$ cat config.mk
export PLATFORM = sky130hd
export DESIGN_NAME = qtree_result_buf
export DESIGN_NICKNAME = d
export VERILOG_FILES = /design/src/rtl/qtree_result_buf.sv
export SDC_FILE = /design/constraint.sdc
export NUM_CORES = 1
export LEC_CHECK = 0
export CORE_MARGIN = 2
export CORE_UTILIZATION = 45
export CTS_CLUSTER_DIAMETER = 80
export CTS_CLUSTER_SIZE = 25
export DETAILED_ROUTE_END_ITERATION = 10
export PLACE_DENSITY = 0.74
export SLEW_MARGIN = 20
export SYNTH_ARGS = -nofsm -noshare
export SYNTH_HDL_FRONTEND = slang
export SYNTH_SLANG_ARGS = --single-unit
$ cat constraint.sdc
create_clock -name clk_i -period 8 [get_ports clk_i]
set_input_delay 1.2 -clock clk_i [delete_from_list [all_inputs] [get_ports clk_i]]
set_output_delay 1.2 -clock clk_i [all_outputs]
set_load 0.05 [all_outputs]
$ cat src/rtl/qtree_result_buf.sv
// Result FIFO behind the quadtree lookup pipeline; drops and counts on full.
// Ports: lookup_*_i push side, res_*_o/res_ready_i pop side, fill/afull/overflow/drop stats.
// Optional QTREE_RESULT_STATS_EN adds match_cnt_o/miss_cnt_o hit/miss counters.
module qtree_result_buf #(
  parameter int KEY_WIDTH    = 16,
  parameter int BYPASS_WIDTH = 1,
  parameter int ADDR_WIDTH   = 14,
  parameter int DEPTH        = 8,
  parameter int AFULL_SLACK  = 3
) (
  input  logic                    clk_i,
  input  logic                    rst_n_i,
  input  logic                    lookup_valid_i,
  input  logic                    lookup_match_i,
  input  logic [BYPASS_WIDTH-1:0] lookup_bypass_i,
  input  logic [ADDR_WIDTH-1:0]   lookup_addr_i,
  input  logic [KEY_WIDTH-1:0]    lookup_data_i,
  output logic                    res_valid_o,
  input  logic                    res_ready_i,
  output logic                    res_match_o,
  output logic [BYPASS_WIDTH-1:0] res_bypass_o,
  output logic [ADDR_WIDTH-1:0]   res_addr_o,
  output logic [KEY_WIDTH-1:0]    res_data_o,
  output logic [$clog2(DEPTH):0]  fill_o,
  output logic                    almost_full_o,
  output logic                    overflow_o,
  output logic [15:0]             drop_cnt_o,
  input  logic                    clr_stats_i
`ifdef QTREE_RESULT_STATS_EN
  ,output logic [31:0]            match_cnt_o
  ,output logic [31:0]            miss_cnt_o
`endif
);

  localparam int PW = $clog2(DEPTH);
  localparam int FW = PW + 1;
  localparam int EW = 1 + BYPASS_WIDTH + ADDR_WIDTH + KEY_WIDTH;
  localparam logic [FW-1:0] FULL_LVL  = FW'(DEPTH);
  localparam logic [FW-1:0] AFULL_LVL = FW'(DEPTH - AFULL_SLACK);

  logic [EW-1:0] mem [DEPTH];
  logic [PW-1:0] wr_ptr;
  logic [PW-1:0] rd_ptr;
  logic [EW-1:0] head;
  logic          full;
  logic          push;
  logic          pop;
  logic          drop;

  assign full  = (fill_o == FULL_LVL);
  assign pop   = res_valid_o & res_ready_i;
  // A pop frees the slot the same cycle, so full+pop still accepts.
  assign push  = lookup_valid_i & (~full | pop);
  assign drop  = lookup_valid_i & ~push;

  assign res_valid_o   = (fill_o != '0);
  assign almost_full_o = (fill_o >= AFULL_LVL);

  // Storage needs no reset; outputs are masked while empty.
  always_ff @(posedge clk_i) begin
    if (push)
      mem[wr_ptr] <= {lookup_match_i, lookup_bypass_i,
                      lookup_addr_i, lookup_data_i};
  end

  assign head = res_valid_o ? mem[rd_ptr] : '0;
  assign {res_match_o, res_bypass_o, res_addr_o, res_data_o} = head;

  always_ff @(posedge clk_i or negedge rst_n_i) begin
    if (!rst_n_i) begin
      wr_ptr <= '0;
      rd_ptr <= '0;
      fill_o <= '0;
    end else begin
      if (push)
        wr_ptr <= wr_ptr + PW'(1);
      if (pop)
        rd_ptr <= rd_ptr + PW'(1);
      if (push && !pop)
        fill_o <= fill_o + FW'(1);
      else if (pop && !push)
        fill_o <= fill_o - FW'(1);
    end
  end

  // Clear wins over a same-cycle drop.
  always_ff @(posedge clk_i or negedge rst_n_i) begin
    if (!rst_n_i) begin
      overflow_o <= 1'b0;
      drop_cnt_o <= '0;
    end else if (clr_stats_i) begin
      overflow_o <= 1'b0;
      drop_cnt_o <= '0;
    end else if (drop) begin
      overflow_o <= 1'b1;
      if (drop_cnt_o != 16'hFFFF)
        drop_cnt_o <= drop_cnt_o + 16'd1;
    end
  end

`ifdef QTREE_RESULT_STATS_EN
  always_ff @(posedge clk_i or negedge rst_n_i) begin
    if (!rst_n_i) begin
      match_cnt_o <= '0;
      miss_cnt_o  <= '0;
    end else if (clr_stats_i) begin
      match_cnt_o <= '0;
      miss_cnt_o  <= '0;
    end else if (push) begin
      if (lookup_match_i)
        match_cnt_o <= match_cnt_o + 32'd1;
      else
        miss_cnt_o <= miss_cnt_o + 32'd1;
    end
  end
`else
  // Hit/miss counters are absent in this build.
`endif

endmodule
==> metrics.md, run 1 <==
| Metric | Value |
|---|---|
| Vias/cell | 5.60 |
| CTS Sinks | 283 |
| Clock Path Buffers | 3 |
| Clk_lat worst skew | 0.49 ns |
| Cell count after placement | 971 |
| Yosys warns | 0 |
| Storage element area | 0.00837 sq mm |
| All-Layer GR Usage | 0.172 |
| Share of layout cells above drive strength 1 | 0.175 |
| Final Critical Period | 4.92 ns |
| DIE HEIGHT | 162 microns |
| Hold Crit Start | overflow_o$_DFFE_PN0P_ |
| Post-Syn Area per Cell | 19.7 sq um |
| Vias in the first global route | 5875 |
| Worst Slack Setup Final | 3.08 ns |
| Nets | 708 |
| Hold Path Class | reg2reg |
| Final worst-path cycle share | 0.615 |
| Row count | 57 |
| First-pass GRT wire length | 34100 microns |
| GPL Wtd Cong | 0.785 |
| Min Hold Slack | 0.513 ns |
| I/O pin count | 92 |
| Net Count, Synth | 613 |
| Slew Limit Headroom | 0.296 |
| Die area | 0.0262 sq mm |
| Max Clk Rate | 0.203 GHz |
| Initial core utilization | 0.459 |
| CP arrival | 3.72 ns |
| Layout Cells excl Fill | 993 |
| Final HPWL DP | 13200 microns |
| Reg clk slew, reported paths | 0.10 ns |
| Slew @ Worst Pin | 1.05 ns |
| Prevailing post-synth register cell | edfxtp_1 |
| CTS tree | built |
| Routed Antenna Nets | 0 |
| RSZ-0062 raised after global routing | false |
| Die W | 162 microns |
| Initial antenna violation count | 1 |
| # DRC | 0 |
| Grt ovf | 0 |
| FFs w/ async S/R, synth | 0.0954 |
| Final setup viols | 0 |
| Register-to-register setup slack | 4.47 ns |
| Power density over the cells | 372 mW/mm^2 |
| Post-cts resize count | 0 |
| Post-synth EDFFs | 256 |
| Sequential area share after synthesis | 0.747 |
| Worst r2r dst | fill_o[3]$_DFFE_PN0P_ |
| Iteration-0 DRC Markers | 443 |
| Setup crit start kind | flop |
| Max VDD drop | 0.319 mV |
| Reg-to-Reg Start | fill_o[0]$_DFFE_PN0P_ |
| CORE AREA | 0.0244 sq mm |
| Crit-path max FO | 36 |
| Multi-input logic area | 0.00276 sq mm |
| Final Hold Viols | 0 |
| Inserted Clock Buffers | 15 |
| Max-cap violations | 0 |
| Cells after synthesis | 569 |
| Cts hold-fix bufs | 0 |
| Root Driver | clkbuf_16 |
| 1st-pass router iterations | 4 |
| Total wire length | 22100 microns |
| Wire length per cell after detailed routing | 22.2 microns |
| Commonest non-fill, non-tap cell in the layout | edfxtp_1 |
| Largest net degree at the start of global routing | 47 |
| Dpl ws | 3.50 ns |
| Commonest cells after routing, fill and taps aside | 256 x edfxtp_1, 91 x clkdlybuf4s50_1, 64 x mux4_2, 40 x nor2_1, 33 x mux2i_1 |
| DR vias | 5563 |
| H-tree Lvls | 1 |
| FILL cells | 1916 |
| Worst Hold End | overflow_o$_DFFE_PN0P_ |
| Leakage | 4.21 nW |
| Post-CTS Setup Inserts | 0 |
| Slew Viols, Final | 0 |
| Flops & latches, synth | 283 |
| Buffers added on ports | 91 |
| Post-Syn Area | 0.0112 sq mm |
| Crit Path Category | reg2out |
| Worst r2r path cells | 11 |
| Synthesis-to-finish area growth | 16.0% |
| Yosys cell types | 39 |
| Status | complete, no violations |
| Setup TNS | 0 ns |
| WP data required | 6.80 ns |
| Clock skew | 0.0170 ns |
| Hold Path Stages | 2 |
| CP endpoint kind | output port |
## worst max path at each step
stage                               start                  end  slack (ns)  cells past startpoint
global placement    rd_ptr[0]$_DFFE_PN0P_          res_match_o        3.51                      5
global route        rd_ptr[0]$_DFFE_PN0P_          res_match_o        2.74                      5
floorplan                     res_ready_i  mem[0][0]$_DFFE_PP_        3.83                      3
detailed placement  rd_ptr[0]$_DFFE_PN0P_          res_match_o        3.50                      5
CTS                 rd_ptr[0]$_DFFE_PN0P_          res_match_o        2.95                      5
finish              rd_ptr[0]$_DFFE_PN0P_          res_match_o        3.08                      5
## report_power, final
group	leakage, nW	switching, mW	internal (mW)	total (mW)
logic	1.33	1.23	0.801	2.03
clock network	0.200	0.438	0.352	0.790
registers	2.68	0.166	1.84	2.01
total	4.21	1.83	3.00	4.83
## kinds of logic (layout without fill, tap and decap cells)
| family | count (synthesis) | after routing | share of synthesized area |
|---|---|---|---|
| xor+xnor | 7 | 7 | 0.00547 |
| fa+ha+maj | 7 | 7 | 0.00849 |
| buf+inv | 32 | 131 | 0.0121 |
| simple gates | 106 | 106 | 0.0461 |
| mux | 103 | 103 | 0.164 |
| compound gates | 31 | 31 | 0.0168 |
| other cells | 0 | 1 | 0 |
| flops | 283 | 283 | 0.747 |
## cells in the mapped netlist, drive strengths merged, types with 3 or more instances
master / count / area share
ha: 6 / 0.0067
o31ai: 7 / 0.0047
clkbuf: 15 / 0.0050
mux4: 64 / 0.13
nor3: 5 / 0.0022
mux2i: 33 / 0.029
dfrtp: 27 / 0.060
xnor2: 6 / 0.0047
nand2: 16 / 0.0054
inv: 5 / 0.0017
buf: 12 / 0.0054
edfxtp: 256 / 0.69
nor2: 47 / 0.016
or4: 6 / 0.0040
a21oi: 13 / 0.0058
nand4: 5 / 0.0028
or3: 6 / 0.0038
nor2b: 3 / 0.0017
nand2b: 3 / 0.0017
mux2: 6 / 0.0060
nor4: 5 / 0.0028
o21ai: 7 / 0.0031
nand3: 3 / 0.0013
## worst max-delay path, stage by stage (launching register included)
cell and delay [ns]:
dfrtp_4 0.85, buf_4 0.68, mux4_2 0.58, mux2i_1 0.27, nor2_1 0.08, clkdlybuf4s50_1 0.75
## final cells by class
cell class | count | area share
well taps | 324 | 0.0312
diodes | 1 | 0.000193
clock inverters | 2 | 0.00154
multi-input cells | 254 | 0.213
inverters | 5 | 0.00145
clock buffers | 19 | 0.0301
repair buffers | 105 | 0.0782
flip-flops and latches | 283 | 0.645
## layer usage
layer | up-vias | GRT usage | part of all wire
met1 | 2900 | 0.233 | 0.43
met5 | - | 0 | 0
li1 | 2477 | - | -
met2 | 158 | 0.300 | 0.50
met3 | 28 | 0.0291 | 0.050
met4 | 0 | 0.0362 | 0.017
## stage by stage
| step | util | instance area, sq um | total power, mW |
|---|---|---|---|
| after global routing | 0.532 | 13000 | 5.05 |
| final | 0.532 | 13000 | 4.83 |
| after CTS | 0.532 | 13000 | 4.89 |
| after floorplan | - | 11200 | 3.43 |
| after global placement | 0.515 | 12600 | 4.07 |
| after detailed placement | 0.515 | 12600 | 4.11 |
## state kept, by name, summed over array words and instances, names as in the netlist
signal      flops
mem           256
drop_cnt_o     16
fill_o          4
rd_ptr          3
wr_ptr          3
overflow_o      1
(Power assumes the default switching activity.)
==> run 2, diff against run 1 <==
Settings changed: PLACE_DENSITY 0.74 to 0.77.
Clock period 8 ns to 4.2 ns, I/O delays scaled along.
==> metrics.md, run 2 (synthesis results as in run 1) <==
| Metric | Value |
|---|---|
| Max Clk Rate | 0.265 GHz |
| Vias/cell | 5.55 (was 5.60) |
| Metal1 wirelength | 9150 microns (was 9430 microns) |
| Routed Antenna Nets | 0 (unchanged) |
| Initial antenna violation count | 0 (was 1) |
| Clock Path Buffers | 3 (unchanged) |
| Vias in the first global route | 5718 (was 5875) |
| Post-CTS Setup Inserts | 0 (unchanged) |
| RSZ-0062 raised after global routing | false (unchanged) |
| Nets | 713 (was 708) |
| Clk_lat worst skew | 0.50 ns (was 0.49 ns) |
| Final Critical Period | 3.78 ns |
| Finished Cell Area | 0.0132 sq mm (was 0.0130 sq mm) |
| Commonest cells after routing, fill and taps aside | 256 x edfxtp_1, 91 x clkdlybuf4s50_1, 64 x mux4_2, 40 x nor2_1, 33 x mux2i_1 (unchanged) |
| GPL Wtd Cong | 0.757 (was 0.785) |
| Largest net degree at the start of global routing | 35 (was 47) |
| First-pass GRT wire length | 33000 microns (was 34100 microns) |
| CTS tree | built (unchanged) |
| Reg clk slew, reported paths | 0.09 ns (was 0.10 ns) |
| Wire length per cell after detailed routing | 21.5 microns (was 22.2 microns) |
| N_diodes | 0 (was 1) |
| Share of layout cells above drive strength 1 | 0.184 (was 0.175) |
| Number of flip-flops in the largest register | 256 (unchanged) |
| Min Hold Slack | 0.334 ns (was 0.513 ns) |
| Hold Path Class | in2async (was reg2reg) |
| FILL cells | 1909 (was 1916) |
| Final worst-path cycle share | 0.900 |
| Die W | 162 microns (unchanged) |
| Max VDD drop | 0.574 mV (was 0.319 mV) |
| All-Layer GR Usage | 0.166 (was 0.172) |
| DIE HEIGHT | 162 microns (unchanged) |
| Slew @ Worst Pin | 0.835 ns (was 1.05 ns) |
| Crit Path Category | reg2out (unchanged) |
| Max Used Layer | met4 (unchanged) |
| Reg-to-Reg Start | fill_o[0]$_DFFE_PN0P_ (unchanged) |
| Slew Limit Headroom | 0.442 (was 0.296) |
| DR vias | 5560 (was 5563) |
| Die area | 0.0262 sq mm (unchanged) |
| Registers with the most flip-flops | mem: 256 flops, drop_cnt_o: 16 flops, fill_o: 4 flops (unchanged) |
| Max-cap violations | 0 (unchanged) |
| Commonest non-fill, non-tap cell in the layout | edfxtp_1 (unchanged) |
| H-tree Lvls | 1 (unchanged) |
| Worst r2r dst | fill_o[3]$_DFFE_PN0P_ (unchanged) |
| Dpl ws | 0.732 ns (was 3.50 ns) |
| I/O pin count | 92 (unchanged) |
| WP depth | 5 (unchanged) |
| Final setup viols | 0 (unchanged) |
| Crit-path max FO | 26 (was 36) |
| Row count | 57 (unchanged) |
| Root Driver | clkbuf_16 (unchanged) |
| Worst r2r path cells | 11 (unchanged) |
| CP endpoint kind | output port (unchanged) |
| Worst path max stage delay | 0.78 ns (was 0.85 ns) |
| Crit-path leading delay family | buffers and inverters (unchanged) |
| Worst-path cell chain | buf_12 > mux4_2 > mux2i_1 > nor2_1 > clkdlybuf4s50_1 (was buf_4 > mux4_2 > mux2i_1 > nor2_1 > clkdlybuf4s50_1) |
| Reg with most FFs | mem (unchanged) |
| Highest-delay cell along the critical path | dfrtp_4 (unchanged) |
| # DRC | 0 (unchanged) |
| Setup crit start kind | flop (unchanged) |
| CTS Sinks | 283 (unchanged) |
| Cts hold-fix bufs | 0 (unchanged) |
| Met2 WL | 10900 microns (was 11100 microns) |
| CP Buf/Inv Count | 2 (unchanged) |
| Power density over the cells | 709 mW/mm^2 (was 372 mW/mm^2) |
| Clock skew | 0.0264 ns (was 0.0170 ns) |
| Total wire length | 21600 microns (was 22100 microns) |
| Setup TNS | 0 ns (unchanged) |
| Placed instance area | 0.0127 sq mm (was 0.0126 sq mm) |
| Worst Slack Setup Final | 0.420 ns (was 3.08 ns) |
| WP data required | 3.57 ns (was 6.80 ns) |
| Register-to-register setup slack | 0.69 ns (was 4.47 ns) |
| Grt ovf | 0 (unchanged) |
| Initial core utilization | 0.459 (unchanged) |
| CORE AREA | 0.0244 sq mm (unchanged) |
| Final Hold Viols | 0 (unchanged) |
| Slew Viols, Final | 0 (unchanged) |
| Synthesis-to-finish area growth | 17.7% (was 16.0%) |
| CP arrival | 3.15 ns (was 3.72 ns) |
| CP Launch Point | rd_ptr[0]$_DFFE_PN0P_ (unchanged) |
| Final HPWL DP | 13500 microns (was 13200 microns) |
| Crit path capture | res_addr_o[4] (was res_match_o) |
| WL met3 | 1280 microns (was 1110 microns) |
| 1st-pass router iterations | 5 (was 4) |
| Status | complete, no violations (unchanged) |
| Leakage | 4.28 nW (was 4.21 nW) |
| Inserted Clock Buffers | 15 (unchanged) |
| Post-cts resize count | 0 (unchanged) |
| Iteration-0 DRC Markers | 514 (was 443) |
| Buffers added on ports | 91 (unchanged) |
## run 2: per-layer routing
metal  track usage  vias up
met2         0.291      196
met4        0.0310        0
li1              -     2495
met5             0        -
met3        0.0237       19
met1         0.227     2850
## run 2: cell type report
type	instances	area (sq um)	area share
tap	324	405	0.0307
sequential	283	8370	0.635
clock buffer	23	415	0.0315
multi-input combinational	254	2770	0.210
timing repair buffer	110	1180	0.0894
inverter	5	18.8	0.00142
clock inverter	3	28.8	0.00218
## run 2: power by group
group / internal (mW) / switching (mW) / leakage (nW)
combinational: 1.63 / 2.36 / 1.39
sequential: 3.51 / 0.315 / 2.68
clock: 0.704 / 0.837 / 0.215
total: 5.84 / 3.51 / 4.28
## run 2: worst min path at each step
stage	startpoint	slack (ns)	cells past startpoint	endpoint
after floorplan	rst_n_i	0.33	0	drop_cnt_o[0]$_DFFE_PN0P_
after global placement	wr_ptr[0]$_DFFE_PN0P_	0.50	1	wr_ptr[0]$_DFFE_PN0P_
after detailed placement	wr_ptr[0]$_DFFE_PN0P_	0.51	1	wr_ptr[0]$_DFFE_PN0P_
after CTS	rst_n_i	0.33	1	drop_cnt_o[14]$_DFFE_PN0P_
after global routing	rst_n_i	0.33	1	drop_cnt_o[14]$_DFFE_PN0P_
final	rst_n_i	0.33	1	drop_cnt_o[12]$_DFFE_PN0P_
## run 2: per-stage QoR
stage               instances  utilization  power, mW
floorplan                 569            -       6.54
global placement          976        0.522       7.87
detailed placement        976        0.522       7.94
CTS                      1002        0.540       9.47
global route             1002        0.541       9.76
finish                   1002        0.541       9.35
==> run 3, diff against run 2 <==
Settings changed: GPL_TIMING_DRIVEN set to 0, PLACE_DENSITY 0.77 to unset, PLACE_DENSITY_LB_ADDON set to 0.3, SKIP_CTS_REPAIR_TIMING set to 1.
==> metrics.md, run 3 (synthesis results as in run 1) <==
| Metric | Value |
|---|---|
| Status | complete, no violations (unchanged) |
| I/O pin count | 92 (unchanged) |
| Crit-path leading delay family | buffers and inverters (unchanged) |
| Clock skew | 0.0130 ns (was 0.0264 ns) |
| Registers with the most flip-flops | mem: 256 flops, drop_cnt_o: 16 flops, fill_o: 4 flops (unchanged) |
| Synthesis-to-finish area growth | 18.8% (was 17.7%) |
| Placed instance area | 0.0129 sq mm (was 0.0127 sq mm) |
| Reg with most FFs | mem (unchanged) |
| WP data required | 3.57 ns (about the same) |
| Logic pwr share | 0.454 (was 0.426) |
| Finished Cell Area | 0.0133 sq mm (was 0.0132 sq mm) |
| Row count | 57 (unchanged) |
| GPL Wtd Cong | 0.744 (was 0.757) |
| Die area | 0.0262 sq mm (unchanged) |
| Sw Share | 0.380 (was 0.375) |
| Share of layout cells above drive strength 1 | 0.188 (was 0.184) |
| Routed Antenna Nets | 0 (unchanged) |
| Worst path max stage delay | 0.74 ns (was 0.78 ns) |
| Slew Limit Headroom | 0.320 (was 0.442) |
| Max Clk Rate | 0.250 GHz (was 0.265 GHz) |
| H-tree Lvls | 1 (unchanged) |
| CTS Sinks | 283 (unchanged) |
| CP arrival | 3.37 ns (was 3.15 ns) |
| Clock Path Buffers | 3 (unchanged) |
| Die W | 162 microns (unchanged) |
| Final Critical Period | 4.00 ns (was 3.78 ns) |
| Final HPWL DP | 14900 microns (was 13500 microns) |
| 1st-pass router iterations | 5 (unchanged) |
| Internal power | 5.82 mW (was 5.84 mW) |
| FILL cells | 1908 (was 1909) |
| Max VDD drop | 0.574 mV (about the same) |
| Initial core utilization | 0.459 (unchanged) |
| Clk_lat worst skew | 0.48 ns (was 0.50 ns) |
| Worst Slack Setup Final | 0.197 ns (was 0.420 ns) |
| Total wire length | 23000 microns (was 21600 microns) |
| Root Driver | clkbuf_16 (unchanged) |
| Final setup viols | 0 (unchanged) |
| WL met3 | 1200 microns (was 1280 microns) |
| Worst-path cell chain | or3_4 > nor2_1 > clkbuf_1 > nor2_1 > clkdlybuf4s50_1 (was buf_12 > mux4_2 > mux2i_1 > nor2_1 > clkdlybuf4s50_1) |
| Layout Cells excl Fill | 1024 (was 1002) |
| Cell count after placement | 1003 (was 976) |
| Wire length per cell after detailed routing | 22.5 microns (was 21.5 microns) |
| Psw | 3.57 mW (was 3.51 mW) |
| Hold Path Class | in2async (unchanged) |
| Clock group share of total power | 0.158 (was 0.165) |
| Power density over the cells | 706 mW/mm^2 (was 709 mW/mm^2) |
| CP endpoint kind | output port (unchanged) |
| Highest-delay cell along the critical path | clkdlybuf4s50_1 (was dfrtp_4) |
| CTS tree | built (unchanged) |
| Metal1 wirelength | 9710 microns (was 9150 microns) |
| Iteration-0 DRC Markers | 461 (was 514) |
| Vias/cell | 5.59 (was 5.55) |
| Nets | 740 (was 713) |
| Leakage | 4.36 nW (was 4.28 nW) |
| # DRC | 0 (unchanged) |
| DR vias | 5729 (was 5560) |
| RSZ-0062 raised after global routing | false (unchanged) |
| Met2 WL | 11800 microns (was 10900 microns) |
| Most frequent CP cell | nor2_1 |
| Register share of total power | 0.388 (was 0.409) |
| Vias in the first global route | 5856 (was 5718) |
| CORE AREA | 0.0244 sq mm (unchanged) |
| Final worst-path cycle share | 0.953 (was 0.900) |
| Final Hold Viols | 0 (unchanged) |
| Max Used Layer | met4 (unchanged) |
| Tot Pwr | 9.39 mW (was 9.35 mW) |
| All-Layer GR Usage | 0.179 (was 0.166) |
| Initial antenna violation count | 1 (was 0) |
| Commonest non-fill, non-tap cell in the layout | edfxtp_1 (unchanged) |
| DIE HEIGHT | 162 microns (unchanged) |
| Setup TNS | 0 ns (unchanged) |
| Largest net degree at the start of global routing | 28 (was 35) |
| Inserted Clock Buffers | 15 (unchanged) |
| Setup crit start kind | flop (unchanged) |
| Slew @ Worst Pin | 1.02 ns (was 0.835 ns) |
| Reg clk slew, reported paths | 0.10 ns (was 0.09 ns) |
| First-pass GRT wire length | 34900 microns (was 33000 microns) |
| Slew Viols, Final | 0 (unchanged) |
| Max-cap violations | 0 (unchanged) |
| Grt ovf | 0 (unchanged) |
| Dpl ws | 0.507 ns (was 0.732 ns) |
| Buffers added on ports | 91 (unchanged) |
| Commonest cells after routing, fill and taps aside | 256 x edfxtp_1, 90 x clkdlybuf4s50_1, 64 x mux4_2, 41 x nor2_1, 33 x mux2i_1 (was 256 x edfxtp_1, 91 x clkdlybuf4s50_1, 64 x mux4_2, 40 x nor2_1, 33 x mux2i_1) |
| Crit Path Category | reg2out (unchanged) |
| CP Buf/Inv Count | 2 (unchanged) |
| Number of flip-flops in the largest register | 256 (unchanged) |
| Crit-path max FO | 10 (was 26) |
## run 3: changes by cell type in the layout (fill, tap and decap cells not counted), moves of 2 or more
cell / previous run / this run
buf_1: 0 / 4
buf_12: 10 / 2
buf_16: 0 / 7
buf_2: 0 / 7
buf_4: 9 / 7
buf_6: 0 / 4
clkbuf_1: 7 / 12
clkbuf_2: 0 / 5
dfrtp_1: 24 / 27
dfrtp_2: 2 / 0
diode_2: 0 / 2
## run 3: layer usage
| metal | global-route usage | vias up |
|---|---|---|
| li1 | - | 2545 |
| met1 | 0.241 | 2998 |
| met2 | 0.312 | 162 |
| met3 | 0.0291 | 24 |
| met4 | 0.0350 | 0 |
| met5 | 0 | - |
## run 3: through the flow
step	hold slack, ns	utilization
2_1_floorplan	0.334	-
3_3_place_gp	0.490	0.513
3_5_place_dp	0.510	0.528
4_1_cts	0.152	0.545
5_1_grt	0.184	0.545
6_report	0.145	0.545
## run 3: worst reg2reg max path: cells and delay by family, from the launching register on
family,cells,cell delay [ns]
AND/OR/NAND/NOR,3,1.11
flip-flops,1,0.48
adder cells (fa/ha/maj),2,0.48
AO/OA/AOI/OAI,2,0.38
buffers and inverters,2,0.29
multiplexers,1,0.24
XOR/XNOR,1,0.13
## run 3: power by group through the flow
stage / logic [mW] / clock network (mW) / registers (mW)
2_1_floorplan: 2.78 / 0 / 3.76
3_3_place_gp: 4.10 / 0 / 3.73
3_5_place_dp: 4.31 / 0 / 3.72
4_1_cts: 4.33 / 1.53 / 3.65
5_1_grt: 4.51 / 1.62 / 3.69
6_report: 4.26 / 1.48 / 3.65
## run 3: path summary, 6_finish.rpt
kind	from	end	cells after the start	slack, ns
max	fill_o[0]$_DFFE_PN0P_	res_data_o[15]	5	0.20
min	rst_n_i	fill_o[0]$_DFFE_PN0P_	1	0.15
max reg2reg	fill_o[0]$_DFFE_PN0P_	fill_o[3]$_DFFE_PN0P_	11	1.02
min reg2reg	overflow_o$_DFFE_PN0P_	overflow_o$_DFFE_PN0P_	2	0.53
max in group asynchronous	rst_n_i	wr_ptr[1]$_DFFE_PN0P_	1	3.64
min in group clk_i	overflow_o$_DFFE_PN0P_	overflow_o$_DFFE_PN0P_	2	0.53
## run 3: area by class of cell
type                       instances  area (sq um)  share of cell area
tap                              324           405              0.0305
sequential                       283          8360               0.629
inverter                           5          18.8             0.00141
timing repair buffer             110          1220              0.0921
antenna                            2          5.00            0.000376
clock inverter                     3          25.0             0.00188
clock buffer                      16           379              0.0285
multi-input combinational        254          2760               0.207
buffer                            27           123             0.00922
